## src/rtl/mem_access_unit.sv

```systemverilog
// mem_access_unit
//   Load/store stage sitting behind the execution unit. Accepts one memory op
//   per handshake, issues it on a req/gnt/rvalid data-memory port, and returns
//   load data to writeback as a one-cycle pulse. Misaligned accesses are
//   rejected with a one-cycle error pulse and never reach memory.
//
// Ports
//   clk_i, rst_i                 clock, synchronous active-high reset
//   req_valid_i / req_ready_o    op handshake from execution (ready only in idle)
//   is_store_i, addr_i,
//   wdata_i, rd_addr_i           op payload: kind, byte address, store data, dest reg
//   mem_req_o, mem_we_o,
//   mem_addr_o, mem_wdata_o      memory request (address word-aligned)
//   mem_gnt_i                    memory accepted the request
//   mem_rvalid_i, mem_rdata_i    memory response (load data or store ack)
//   wb_valid_o, wb_rd_addr_o,
//   wb_data_o                    load writeback pulse, data/index hold between pulses
//   err_o                        misaligned-access pulse
//   busy_o                       op in flight
module mem_access_unit #(
    parameter int unsigned DATA_WIDTH     = 32,
    parameter int unsigned ADDR_WIDTH     = 32,
    parameter int unsigned REG_ADDR_WIDTH = 5
) (
    input  logic                      clk_i,
    input  logic                      rst_i,
    input  logic                      req_valid_i,
    output logic                      req_ready_o,
    input  logic                      is_store_i,
    input  logic [ADDR_WIDTH-1:0]     addr_i,
    input  logic [DATA_WIDTH-1:0]     wdata_i,
    input  logic [REG_ADDR_WIDTH-1:0] rd_addr_i,
    output logic                      mem_req_o,
    output logic                      mem_we_o,
    output logic [ADDR_WIDTH-1:0]     mem_addr_o,
    output logic [DATA_WIDTH-1:0]     mem_wdata_o,
    input  logic                      mem_gnt_i,
    input  logic                      mem_rvalid_i,
    input  logic [DATA_WIDTH-1:0]     mem_rdata_i,
    output logic                      wb_valid_o,
    output logic [REG_ADDR_WIDTH-1:0] wb_rd_addr_o,
    output logic [DATA_WIDTH-1:0]     wb_data_o,
    output logic                      err_o,
    output logic                      busy_o
);

    // Byte-offset bits within a data word; a mask keeps this valid even for
    // DATA_WIDTH == 8 where there are no offset bits at all.
    localparam logic [ADDR_WIDTH-1:0] AlignMask = ADDR_WIDTH'(DATA_WIDTH / 8 - 1);

    typedef enum logic [1:0] {
        StIdle,
        StReq,
        StWait,
        StResp
    } state_e;

    state_e r_state;
    state_e w_state_next;

    logic                      r_is_store;
    logic [ADDR_WIDTH-1:0]     r_addr;
    logic [DATA_WIDTH-1:0]     r_wdata;
    logic [REG_ADDR_WIDTH-1:0] r_rd_addr;

    logic                      r_wb_valid;
    logic [REG_ADDR_WIDTH-1:0] r_wb_rd_addr;
    logic [DATA_WIDTH-1:0]     r_wb_data;
    logic                      r_err;

    logic w_handshake;
    logic w_misaligned;
    logic w_load_done;

    assign w_handshake  = req_valid_i & req_ready_o;
    assign w_misaligned = |(addr_i & AlignMask);
    // rvalid only counts in WAIT: early or stale responses are dropped.
    assign w_load_done  = (r_state == StWait) & mem_rvalid_i & ~r_is_store;

    // State register
    always_ff @(posedge clk_i) begin
        if (rst_i) begin
            r_state <= StIdle;
        end else begin
            r_state <= w_state_next;
        end
    end

    // Next-state logic
    always_comb begin
        w_state_next = r_state;
        case (r_state)
            StIdle: begin
                if (w_handshake) begin
                    w_state_next = w_misaligned ? StResp : StReq;
                end
            end
            StReq: begin
                if (mem_gnt_i) begin
                    w_state_next = StWait;
                end
            end
            StWait: begin
                if (mem_rvalid_i) begin
                    w_state_next = StResp;
                end
            end
            StResp:  w_state_next = StIdle;
            default: w_state_next = StIdle;
        endcase
    end

    // Outputs decoded from state; memory outputs are zero outside REQ.
    always_comb begin
        req_ready_o = 1'b0;
        busy_o      = 1'b1;
        mem_req_o   = 1'b0;
        mem_we_o    = 1'b0;
        mem_addr_o  = '0;
        mem_wdata_o = '0;
        case (r_state)
            StIdle: begin
                req_ready_o = 1'b1;
                busy_o      = 1'b0;
            end
            StReq: begin
                mem_req_o   = 1'b1;
                mem_we_o    = r_is_store;
                mem_addr_o  = r_addr & ~AlignMask;
                mem_wdata_o = r_wdata;
            end
            default: ;
        endcase
    end

    // Captured op
    always_ff @(posedge clk_i) begin
        if (rst_i) begin
            r_is_store <= 1'b0;
            r_addr     <= '0;
            r_wdata    <= '0;
            r_rd_addr  <= '0;
        end else if (w_handshake) begin
            r_is_store <= is_store_i;
            r_addr     <= addr_i;
            r_wdata    <= wdata_i;
            r_rd_addr  <= rd_addr_i;
        end
    end

    // Registered result pulses; both land in the RESP cycle.
    always_ff @(posedge clk_i) begin
        if (rst_i) begin
            r_wb_valid   <= 1'b0;
            r_err        <= 1'b0;
            r_wb_data    <= '0;
            r_wb_rd_addr <= '0;
        end else begin
            r_wb_valid <= w_load_done;
            r_err      <= w_handshake & w_misaligned;
            if (w_load_done) begin
                r_wb_data    <= mem_rdata_i;
                r_wb_rd_addr <= r_rd_addr;
            end
        end
    end

    assign wb_valid_o   = r_wb_valid;
    assign wb_rd_addr_o = r_wb_rd_addr;
    assign wb_data_o    = r_wb_data;
    assign err_o        = r_err;

endmodule

```

## config.mk

```make
export PLATFORM = sky130hd
export DESIGN_NAME = mem_access_unit
export DESIGN_NICKNAME = d
export VERILOG_FILES = /design/src/rtl/mem_access_unit.sv
export SDC_FILE = /design/constraint.sdc
export NUM_CORES = 1
export LEC_CHECK = 0
export CORE_MARGIN = 1.5
export CORE_UTILIZATION = 43
export CTS_CLUSTER_DIAMETER = 80
export DETAILED_ROUTE_END_ITERATION = 10
export PLACE_DENSITY_LB_ADDON = 0.1
export SLEW_MARGIN = 20
export SYNTH_ARGS = -nofsm -noshare
export SYNTH_HDL_FRONTEND = slang
export SYNTH_SLANG_ARGS = --single-unit
```

## constraint.sdc

```tcl
create_clock -name clk_i -period 3.6 [get_ports clk_i]
set_input_delay 0.72 -clock clk_i [delete_from_list [all_inputs] [get_ports clk_i]]
set_output_delay 0.72 -clock clk_i [all_outputs]
set_load 0.02 [all_outputs]
```

==> flow_summary.yaml, run 1 <==
status:
  status: "completed"
timing:
  relSlewSlack_pct: 44.3
  setup_viol: 0
  worst_pin_slew_ns: 0.835
  rsz0062_at_grt: "false"
  setup_slack_ns: 0.481
  fin_crit_sh_pct: 86.6
  slew_viol_final: 0
  max_clock_freq_ghz: 0.321
  tns_ns: 0
  fin_skew_ns: 0.00625
  finalHoldViolations: 0
  min_period_ns: 3.12
job:
  cap_violations: 0
logic_synthesis:
  yosysUniqueCellTypes: 22
  seq_area_frac_synth_pct: 50.7
  syn_inst: 557
  syn_area_per_cell_um2: 7.73
  netlist_area_um2: 4310
  synth-seq-cells: 109
  synthDominantCellAreaShare_pct: 50.7
  yosys_warnings: 0
  yosys-top-cells-area: "dfxtp_1 (51%), nand2_1 (18%), a21oi_1 (12%)"
  synth_area_leader_cell: "dfxtp_1"
finish:
  layout-drive-gt1-share_pct: 3.21
  final_util_pct: 68.5
  num-fill-cells: 810
  diodes: 0
  layout_common_cells: "nand2_1 (210), clkdlybuf4s50_1 (210), dfxtp_1 (109)"
  fin_nets: 855
  areaGrowthSynthToFinish_pct: 54.8
clocking:
  cts_buffer_depth: 2
  ctsHoldBuffers: 0
  cts_sinks: 109
  cts_resized: 0
  clkLatencyLatePin_ns: 0.35
  cts_made_buffers: 9
  postCtsSetupBuffers: 0
  cts_htree_levels: 3
  tritoncts: "yes"
  clk_pin_slew_ns: 0.10
  clk_root_buffer_cell: "clkbuf_8"
detailed_routing:
  wl_per_cell_um: 13.5
  viasPerCell: 4.76
  drt_iter0_markers: 139
  postRouteAntennaNets: 0
  drc_errors: 0
  first_pass_iters: 4
  drt_wl_total_mm: 11.9
  via_count: 4190
floorplanning:
  dieArea_um2: 10600
  core_area_um2: 9730
  start_util_pct: 44.3
  design.portCount: 214
  fp.dieW_um: 103
  chipHeight_um: 103
  rows: 36
setup_path:
  reg2reg_depth: 6
  path_max_fanout: 43
  slowest_stage: "clkdlybuf4s50_1"
  reg2reg_slack_ns: 1.72
  max_stage_delay_ns: 0.60
  path_cells: "inv_1, ha_1, buf_12, and2_1, clkdlybuf4s50_1"
  critPathKind: "register to output pin"
  worstPathRequired_ns: 2.88
  worstSetupStartpoint: "r_state[1]"
  r2r_end: "r_wdata[14]"
  worstSetupStartpointType: "register"
  end_kind: "output pin"
  r2r-start: "r_state[1]"
  arrival_ns: 2.40
power_and_ir_drop:
  power.switching_w: 0.00119
  p_leak_nw: 2.43
  power_frac_seq_pct: 41.6
  pwr-share-clk_pct: 23.5
  fin_total_pwr_w: 0.00355
  p_int_w: 0.00237
  ir_drop_mv: 0.381
  p_per_area_nw_per_um2: 533
  swShare_pct: 33.4
  p_comb_share_pct: 34.9
global_route:
  grt_max_degree: 111
  gr-total-overflow: 0
  first_global_vias: 3802
  grt_pass1_wl_mm: 17.8
  grt_antenna_before_repair: 0
  grt_usage_pct: 21.3
place:
  port_buffers: 211
  pre_cts_slack_ns: 0.856
  gp_congestion: 0.837
  hpwl_mm: 8.34
worst_hold_path:
  hold_path_depth: 2
  holdPathEnd: "r_wdata[4]"
  hp-start: "r_wdata[4]"
  hp-class: "register to register"
==> power groups by stage <==
stage	clock (W)	combinational (W)	sequential, W
global route	0.000896	0.00136	0.00150
detailed placement	0	0.00125	0.00150
floorplan	0	0.000726	0.00153
finish	0.000835	0.00124	0.00148
CTS	0.000855	0.00125	0.00148
global placement	0	0.00122	0.00150
==> synthesized netlist by cell type (all sizes together) <==
library cell	count
nor3	1
inv	3
and2	64
a21oi	105
nand2b	4
ha	5
nand3b	1
conb	1
a211o	1
and3b	1
buf	24
a31oi	1
a21boi	1
nand3	1
nand2	211
nor2	4
mux2i	1
clkbuf	19
dfxtp	109
==> per-layer routing <==
layer / vias to the layer above / track usage (%) / routed length [um]
met4: 0 / 11.0 / 347
met3: 29 / 4.47 / 892
met5: - / 0 / 0
met2: 160 / 35.1 / 5550
met1: 1881 / 26.3 / 5110
li1: 2120 / - / -
==> sequential cells by signal, summed over array words and instances, names as in the netlist <==
name and count:
err_o 1, r_addr 30, r_is_store 1, r_rd_addr 5, r_state 2, r_wdata 32
wb_data_o 32, wb_rd_addr_o 5, wb_valid_o 1
==> how the worst max path moves through the flow <==
stage                                 end  slack, ns  cells after the start
after global routing       mem_addr_o[22]       0.31                      5
after CTS                 mem_wdata_o[21]       0.45                      5
after global placement    mem_wdata_o[11]       0.91                      5
final                      mem_addr_o[28]       0.48                      5
after detailed placement  mem_wdata_o[21]       0.86                      5
after floorplan            mem_addr_o[10]       1.75                      4
==> through the flow <==
step	std cells	hold WS, ns	cell area [um^2]
2_1_floorplan	558	0.432	4310
3_3_place_gp	865	0.438	6430
3_5_place_dp	865	0.444	6430
4_1_cts	880	0.457	6660
5_1_grt	880	0.468	6670
6_report	880	0.455	6670
==> logic make-up after synthesis <==
| family | Yosys count | share of synthesized area, % |
|---|---|---|
| and+or+nand+nor | 287 | 29.2 |
| other | 1 | 0.0871 |
| adders and majority gates | 5 | 1.45 |
| muxes | 1 | 0.232 |
| DFF | 109 | 50.7 |
| buffers and inverters | 46 | 5.58 |
| AOI/OAI and AO/OA | 108 | 12.7 |
==> cell type report <==
| cell class | count | area (um^2) | share of cell area, % |
|---|---|---|---|
| inverter | 3 | 11.3 | 0.169 |
| clock inverter | 3 | 67.6 | 1.01 |
| sequential | 109 | 2180 | 32.7 |
| clock buffer | 12 | 165 | 2.48 |
| multi-input combinational | 403 | 1890 | 28.4 |
| tap | 133 | 166 | 2.50 |
| timing repair buffer | 217 | 2180 | 32.8 |
==> worst max-delay path: cells and delay by family (launching register included) <==
kind                       cells  cell delay [ns]
buffers and inverters          3             0.97
adders and majority gates      1             0.55
DFF                            1             0.34
and+or+nand+nor                1             0.16
Note: power is estimated with default switching activity, not from simulation.
==> run 2, diff against run 1 <==
--- a/config.mk
+++ b/config.mk
@@ -5,8 +5,9 @@
 export SDC_FILE = /design/constraint.sdc
 export NUM_CORES = 1
 export LEC_CHECK = 0
+export ABC_AREA = 1
 export CORE_MARGIN = 1.5
-export CORE_UTILIZATION = 43
+export CORE_UTILIZATION = 44
 export CTS_CLUSTER_DIAMETER = 80
 export DETAILED_ROUTE_END_ITERATION = 10
 export PLACE_DENSITY_LB_ADDON = 0.1
==> run 2 against run 1 <==
  * Non-clock buffer count down 1
  * Synthesized area is 3.2% higher
  * Power is 16% higher
  * Register-to-register slack gained 0.02 ns
  * Via count rose by 5.0%
  * Combinational power grew 38%
  * Synthesized cell count grew 12%
  * Clock power down 17%
  * Core utilization is 0.20 points higher
  * Critical path depth rose by 1
  * Die area grew 0.83%
  * Critical path type unchanged
  * Critical endpoint is now mem_addr_o[25]
  * Largest cell class is now flip-flops and latches
  * Highest routed layer unchanged
==> flow_summary.yaml, run 2 <==
floorplanning:
  rows: 36
  start_util_pct: 45.5
  design.portCount: 214
  fp.dieW_um: 103
  core_area_um2: 9770
  chipHeight_um: 103
  dieArea_um2: 10700
logic_synthesis:
  netlist_area_um2: 4440
  syn_inst: 626
  yosysUniqueCellTypes: 21
  synth.most_common_cell: "nor2_1"
  yosys-top-cells-area: "dfxtp_1 (49%), nor2_1 (17%), o21ai_0 (10%)"
  async_reset_ff_share_pct: 0
  synth_common_cells: "nor2_1 (203), dfxtp_1 (109), o21ai_0 (93)"
  ys.flop_type: "dfxtp_1"
  yosys_warnings: 0
  synth_edf_count: 0
  synth-seq-cells: 109
  synth_area_leader_cell: "dfxtp_1"
  syn_area_per_cell_um2: 7.10
  synthDominantCellAreaShare_pct: 49.1
  seq_area_frac_synth_pct: 49.1
clocking:
  cts_htree_levels: 3
  clk_root_buffer_cell: "clkbuf_8"
  clkLatencyLatePin_ns: 0.36
  postCtsSetupBuffers: 0
  cts_resized: 0
  cts_buffer_depth: 2
  cts_made_buffers: 9
  tritoncts: "yes"
  ctsHoldBuffers: 0
  cts_sinks: 109
  clk_pin_slew_ns: 0.10
place:
  port_buffers: 211
  hpwl_mm: 8.39
  gp_congestion: 0.747
  place_inst: 935
global_route:
  grt_max_degree: 73
  first_global_vias: 3922
  grt_antenna_before_repair: 0
  grt_usage_pct: 21.6
  gr-total-overflow: 0
  grt_pass1_wl_mm: 18.2
finish:
  diodes: 0
  fin_nets: 925
  layout-drive-gt1-share_pct: 4.52
  layout_common_cells: "clkdlybuf4s50_1 (211), nor2_1 (203), dfxtp_1 (109)"
  areaGrowthSynthToFinish_pct: 51.2
  num-fill-cells: 852
  instances_no_fill: 951
  mostFrequentLayoutCell: "clkdlybuf4s50_1"
detailed_routing:
  wl_per_cell_um: 12.6
  via_count: 4398
  first_pass_iters: 4
  drt_wl_total_mm: 12.0
  viasPerCell: 4.62
  postRouteAntennaNets: 0
  drt_iter0_markers: 137
  drc_errors: 0
timing:
  min_period_ns: 3.08
  max_clock_freq_ghz: 0.324
  fin_crit_sh_pct: 85.7
  slew_viol_final: 0
  fin_skew_ns: 0.0127
  worst_pin_slew_ns: 0.756
  setup_viol: 0
  relSlewSlack_pct: 49.6
  finalHoldViolations: 0
  rsz0062_at_grt: "false"
  tns_ns: 0
power_and_ir_drop:
  p_leak_nw: 3.04
  p_per_area_nw_per_um2: 612
  ir_drop_mv: 0.263
setup_path:
  critPathKind: "register to output pin"
  worstPathRequired_ns: 2.88
  worstSetupStartpointType: "register"
  reg2reg_slack_ns: 1.74
  path_max_fanout: 43
  arrival_ns: 2.36
  end_kind: "output pin"
job:
  cap_violations: 0
status:
  status: "completed"
worst_hold_path:
  hp-class: "register to register"
## run 2: where the power goes
part / leakage, nW / switching [W] / internal (W) / total [W]
clock network: 0.0889 / 0.000416 / 0.000275 / 0.000690
registers: 0.896 / 0.000173 / 0.00154 / 0.00171
logic: 2.06 / 0.000968 / 0.000744 / 0.00171
total: 3.04 / 0.00156 / 0.00255 / 0.00411
## run 2: worst max-delay path: stages, from the launching register on
cell	delay (ns)
dfxtp_1	0.34
inv_1	0.14
ha_2	0.49
buf_12	0.26
nand2_1	0.10
inv_1	0.06
clkdlybuf4s50_1	0.60
## run 2: cell type report
cell class	instances	area [um^2]	share of cell area, %
multi-input cells	403	1730	25.8
flip-flops and latches	109	2180	32.5
well taps	133	166	2.48
clock inverters	6	46.3	0.689
clock buffers	10	138	2.05
inverters	74	278	4.14
repair buffers	216	2170	32.4
## run 2: logic make-up (layout without fill, tap and decap cells)
group,Yosys count,after routing,share of synthesized area [%]
other,1,2,0.0844
AND/OR/NAND/NOR,288,288,25.2
adder cells (fa/ha/maj),5,5,1.41
flip-flops,109,109,49.1
AO/OA/AOI/OAI,108,108,12.2
buffers and inverters,115,306,12.1
## run 2: final timing paths
| kind | from | to | depth (start not counted) |
|---|---|---|---|
| max | r_state[1] | mem_addr_o[25] | 6 |
| min | wb_data_o[17] | wb_data_o[17] | 2 |
| max reg2reg | r_state[0] | wb_data_o[6] | 6 |
| min reg2reg | wb_data_o[17] | wb_data_o[17] | 2 |
## run 2: through the flow
stage               area (um^2)  hold slack (ns)  utilization (%)  power [W]  setup WS [ns]
floorplan                  4450            0.450                -    0.00279           1.71
global placement           6530            0.457             66.8    0.00340          0.973
detailed placement         6530            0.470             66.8    0.00346          0.916
CTS                        6720            0.494             68.7    0.00414          0.489
global route               6720            0.507             68.7    0.00440          0.349
finish                     6720            0.488             68.7    0.00411          0.516
## run 2: layer usage
layer,share of wire (%),global-route usage (%),wire length [um]
met5,0,0,0
met1,43,26.2,5130
met4,2.3,9.36,276
met2,47,37.0,5660
met3,7.7,4.64,918
